### config.mk
export PLATFORM = sky130hd
export DESIGN_NAME = spi_reg_master
export DESIGN_NICKNAME = d
export VERILOG_FILES = /design/src/rtl/spi_reg_master_pkg.sv /design/src/rtl/spi_sync.sv /design/src/rtl/spi_reg_master.sv
export SDC_FILE = /design/constraint.sdc
export NUM_CORES = 1
export LEC_CHECK = 0
export CAP_MARGIN = 20
export CORE_ASPECT_RATIO = 0.6
export CORE_UTILIZATION = 57
export DETAILED_ROUTE_END_ITERATION = 12
export PLACE_DENSITY_LB_ADDON = 0.12
export SYNTH_ARGS = -nofsm -noshare
export SYNTH_HDL_FRONTEND = slang
export SYNTH_HIERARCHICAL = 1
export SYNTH_SLANG_ARGS = --single-unit
### constraint.sdc
create_clock -name clock -period 6 [get_ports clock]
set_clock_uncertainty 0.1 [all_clocks]
set_input_delay 1.2 -clock clock [delete_from_list [all_inputs] [get_ports clock]]
set_output_delay 1.2 -clock clock [all_outputs]
set_load 0.01 [all_outputs]
### src/rtl/spi_reg_master_pkg.sv
// Shared definitions for the SPI-to-register-bus bridge: frame geometry,
// register-file read wait and the frame state encoding.
package spi_reg_master_pkg;

  localparam int CMD_BITS  = 8;
  localparam int DATA_BITS = 16;
  localparam int LOAD_WAIT = 2;

  typedef enum logic [2:0] {
    IDLE   = 3'd0,
    CMD    = 3'd1,
    LOAD   = 3'd2,
    DATA   = 3'd3,
    COMMIT = 3'd4,
    DONE   = 3'd5
  } state_t;

  function automatic logic [7:0] sat_inc(input logic [7:0] value);
    return (value == 8'hFF) ? value : value + 8'd1;
  endfunction

endpackage

### src/rtl/spi_sync.sv
// Multi-stage synchronizer for one asynchronous pin, with registered
// single-cycle rise/fall pulses derived from the synchronized level.
module spi_sync #(
  parameter int STAGES = 2
) (
  input  logic clock,
  input  logic reset,
  input  logic din,
  output logic q,
  output logic rise,
  output logic fall
);

  // STAGES must be at least 2 for the chain concatenation below.
  logic [STAGES-1:0] chain;
  logic              prev;

  always_ff @(posedge clock) begin
    if (reset) begin
      chain <= '0;
      prev  <= 1'b0;
      rise  <= 1'b0;
      fall  <= 1'b0;
    end else begin
      chain <= {chain[STAGES-2:0], din};
      prev  <= chain[STAGES-1];
      rise  <= chain[STAGES-1] & ~prev;
      fall  <= ~chain[STAGES-1] & prev;
    end
  end

  assign q = chain[STAGES-1];

endmodule

### src/rtl/spi_reg_master.sv
// SPI mode-0 slave that turns 24-bit host frames into one register-file read
// (returned on MISO) and an optional write committed at frame end.
module spi_reg_master
  import spi_reg_master_pkg::*;
#(
  parameter int SYNC_STAGES = 2,
  parameter int FRAME_BITS  = 24
) (
  input  logic                 clock,
  input  logic                 reset,
  input  logic                 sclk,
  input  logic                 cs_n,
  input  logic                 mosi,
  output logic                 miso,
  output logic [7:0]           adr_out,
  output logic [DATA_BITS-1:0] data_wr,
  output logic                 wr_enable,
  input  logic [DATA_BITS-1:0] data_rd,
  output logic [7:0]           frame_err_cnt,
  output logic                 busy,
  output state_t               fsm_state
);

  localparam logic [4:0] CMD_LAST   = 5'(CMD_BITS - 1);
  localparam logic [4:0] FRAME_LAST = 5'(FRAME_BITS - 1);
  localparam logic [1:0] LOAD_LAST  = 2'(LOAD_WAIT - 1);

  logic sclk_rise, sclk_fall, sclk_q;
  logic cs_rise, cs_fall, cs_q;
  logic mosi_q;

  spi_sync #(.STAGES(SYNC_STAGES)) u_sync_sclk (
    .clock (clock),
    .reset (reset),
    .din   (sclk),
    .q     (sclk_q),
    .rise  (sclk_rise),
    .fall  (sclk_fall)
  );

  spi_sync #(.STAGES(SYNC_STAGES)) u_sync_cs (
    .clock (clock),
    .reset (reset),
    .din   (cs_n),
    .q     (cs_q),
    .rise  (cs_rise),
    .fall  (cs_fall)
  );

  spi_sync #(.STAGES(SYNC_STAGES)) u_sync_mosi (
    .clock (clock),
    .reset (reset),
    .din   (mosi),
    .q     (mosi_q),
    .rise  (),
    .fall  ()
  );

  state_t                state;
  logic [4:0]            bit_cnt;
  logic [1:0]            load_cnt;
  logic [DATA_BITS-2:0]  shift_in;
  logic [DATA_BITS-1:0]  shift_out;
  logic                  write_req;
  logic                  over_seen;
  logic                  in_frame;

  assign fsm_state = state;
  assign in_frame  = (state == CMD) || (state == LOAD) || (state == DATA);

  always_ff @(posedge clock) begin
    if (reset) begin
      // Landing in DONE makes a frame already in flight be ignored; over_seen
      // set keeps its trailing clocks from counting as an over-length error.
      state         <= DONE;
      busy          <= 1'b1;
      bit_cnt       <= '0;
      load_cnt      <= '0;
      shift_in      <= '0;
      shift_out     <= '0;
      write_req     <= 1'b0;
      over_seen     <= 1'b1;
      miso          <= 1'b0;
      adr_out       <= '0;
      data_wr       <= '0;
      wr_enable     <= 1'b0;
      frame_err_cnt <= '0;
    end else begin
      wr_enable <= 1'b0;
      if (cs_rise && in_frame) begin
        // Chip select dropped mid-frame: abort, no write, count the error.
        state         <= IDLE;
        busy          <= 1'b0;
        miso          <= 1'b0;
        frame_err_cnt <= sat_inc(frame_err_cnt);
      end else begin
        case (state)
          IDLE: begin
            miso <= 1'b0;
            if (cs_fall) begin
              bit_cnt   <= '0;
              over_seen <= 1'b0;
              busy      <= 1'b1;
              state     <= CMD;
            end
          end
          CMD: begin
            if (sclk_rise) begin
              shift_in <= {shift_in[DATA_BITS-3:0], mosi_q};
              bit_cnt  <= bit_cnt + 5'd1;
              if (bit_cnt == CMD_LAST) begin
                write_req <= shift_in[6];
                adr_out   <= {1'b0, shift_in[5:0], mosi_q};
                load_cnt  <= '0;
                state     <= LOAD;
              end
            end
          end
          LOAD: begin
            if (load_cnt == LOAD_LAST) begin
              shift_out <= data_rd;
              state     <= DATA;
            end else begin
              load_cnt <= load_cnt + 2'd1;
            end
          end
          DATA: begin
            if (sclk_fall) begin
              miso      <= shift_out[DATA_BITS-1];
              shift_out <= {shift_out[DATA_BITS-2:0], 1'b0};
            end
            if (sclk_rise) begin
              shift_in <= {shift_in[DATA_BITS-3:0], mosi_q};
              bit_cnt  <= bit_cnt + 5'd1;
              if (bit_cnt == FRAME_LAST) begin
                data_wr <= {shift_in, mosi_q};
                miso    <= 1'b0;
                state   <= COMMIT;
              end
            end
          end
          COMMIT: begin
            wr_enable <= write_req;
            state     <= DONE;
          end
          DONE: begin
            miso <= 1'b0;
            if (cs_q) begin
              busy  <= 1'b0;
              state <= IDLE;
            end else if (sclk_rise && !over_seen) begin
              over_seen     <= 1'b1;
              frame_err_cnt <= sat_inc(frame_err_cnt);
            end
          end
          default: begin
            busy  <= 1'b0;
            state <= IDLE;
          end
        endcase
      end
    end
  end

endmodule

==> metrics <==
peak supply drop 0.1506 mV; clock slew at reported path FFs 0.09 ns; Post-Synthesis Cells 395; Critical-path top delay cell dfxtp_1; largest net degree at the start of global routing 67; chip width 106.0 um; H-tree depth 3; Initial Util 0.5974; post-CTS setup buffers 0; GP Congestion 0.8176; CP bufs+invs 1; layout cells sized above 1 0.07813; Clk pwr share 0.373; final routed DRC violation total 0; DIE AREA 6828 sq um; Cell Chain, Critical Path clkdlybuf4s50_1; critical path's top delay family flip-flops; Min Hold Slack 0.3287 ns; Final Max Tran Viols 0; critical path required time 4.70 ns; clock latency on the worst-skew pair 0.36 ns; RSZ-0062 raised after global routing false; NumNets Final 467; Switch Pwr 0.2700 mW; Post-Synthesis Cell Area 3700 sq um; IO buf count 57; Max-Slew Margin vs Limit 0.4874; CTS root buf clkbuf_8; CP max stage delay 0.83 ns; Slew @ Worst Pin 0.7645 ns; type of the most critical hold path reg2reg; Mean Syn Cell Area 9.367 sq um; TNS Setup 0 ns; part of the power in registers 0.553; number of I/O pins 59; vias in the first global route 2741; count of final setup violators 0; global route total overflow 0; Final Hold Fails 0; status finished clean; Critical Path AT 1.86 ns; YS warnings 6; Comb pwr share 0.073; Setup CP Type reg2out; Core ar. 6193 sq um; PwrDens 247.2 nW/um^2; endpoint type of the worst setup path output pin; final wirelength 7712 um; DRT Pass-1 Iters 4; Vias 2952; first-pass GRT wire length 13300 um; Max clock buf depth 2; P_leak 1.580 nW; hold_buf cts 0; CP Max Fanout 23; post_cts resized 0; Switching Fraction 0.2426; total CTS buffers 9; CTS tree built; antenna violations before repair 0; Die Y 64.41 um; Routed Antenna Nets 0; Sink Count 89; gr usage total 0.2504; n_diodes 0; max_cap viols 0; Cell Int Power 0.8430 mW; Via density 5.549; FMAX 316.8 MHz; initial DRC count 153; Rows 22; Post-DP HPWL 5261 um; crit path time final 3.157 ns; area growth from synthesis to layout 21.71%; Worst setup SP type flop; wire length per cell 14.50 um; Net Count, Synth 419; crit share post-route 0.5261
## routing by layer
layer,part of all wire,GRT usage,up-vias
li1,-,-,1479
met2,0.41,0.3464,82
met1,0.52,0.3640,1381
met3,0.052,0.07959,10
met5,0,0,-
met4,0.0099,0.08333,0
## per-stage QoR
step | setup slack, ns | cell area (sq um) | std cells | power [mW] | utilization
final | 2.843 | 4503 | 532 | 1.113 | 0.7271
after global routing | 2.717 | 4503 | 532 | 1.160 | 0.7271
after detailed placement | 3.079 | 4300 | 516 | 0.7097 | 0.6943
after floorplan | 3.866 | 3700 | 395 | 0.6757 | -
after global placement | 3.204 | 4300 | 516 | 0.7064 | 0.6943
after CTS | 2.839 | 4503 | 532 | 1.124 | 0.7271
## worst paths after layout
| kind | slack, ns | start | end | cells after the start |
|---|---|---|---|---|
| max | 2.84 | fsm_state[0] | fsm_state[0] | 1 |
| min | 0.33 | u_sync_cs/prev | u_sync_cs/rise | 1 |
| max reg2reg | 3.04 | fsm_state[0] | adr_out[2] | 4 |
| min reg2reg | 0.33 | u_sync_cs/prev | u_sync_cs/rise | 1 |
## placed cells by master (no fill, tap or decap), drive strengths merged, types with 2 or more instances in the layout
cell and n:
o32a 2, nor3 6, nor3b 6, nand4 2
dfxtp 89, nor4 3, buf 6, or2 2
o31ai 5, inv 8, ha 3, a211oi 16
o21ai 9, nand2b 9, nand2 35, nand3b 2
mux2 4, or4 3, nand4bb 2, mux2i 41
clkbuf 10, nor4bb 2, xor2 3, a2111oi 2
nor2 54, clkdlybuf4s50 56, clkinv 2, nor2b 13
a21oi 25, nor4b 3, nand3 10
## area by class of cell
cell class	count	area [sq um]
well taps	84	105.1
repair buffers	62	603.1
clock buffers	10	137.6
clock inverters	6	65.06
fillers	499	1690
multi-input cells	275	1788
flip-flops and latches	89	1782
inverters	6	22.52
## state kept, by name, indices dropped and copies added, names as in the netlist, 2 cells and up
signal	count
fsm_state	3
bit_cnt	5
shift_in	15
adr_out	7
u_sync_cs/chain	2
load_cnt	2
frame_err_cnt	8
shift_out	16
u_sync_mosi/chain	2
u_sync_sclk/chain	2
data_wr	16
## power by group through the flow
stage               sequential (mW)  clock [mW]  combinational [mW]
CTS                           0.615       0.428              0.0808
global route                  0.619       0.453              0.0881
finish                        0.616       0.416              0.0815
floorplan                     0.620           0              0.0560
global placement              0.628           0              0.0782
detailed placement            0.629           0              0.0804
No activity file was read; power rests on OpenSTA's default activity.
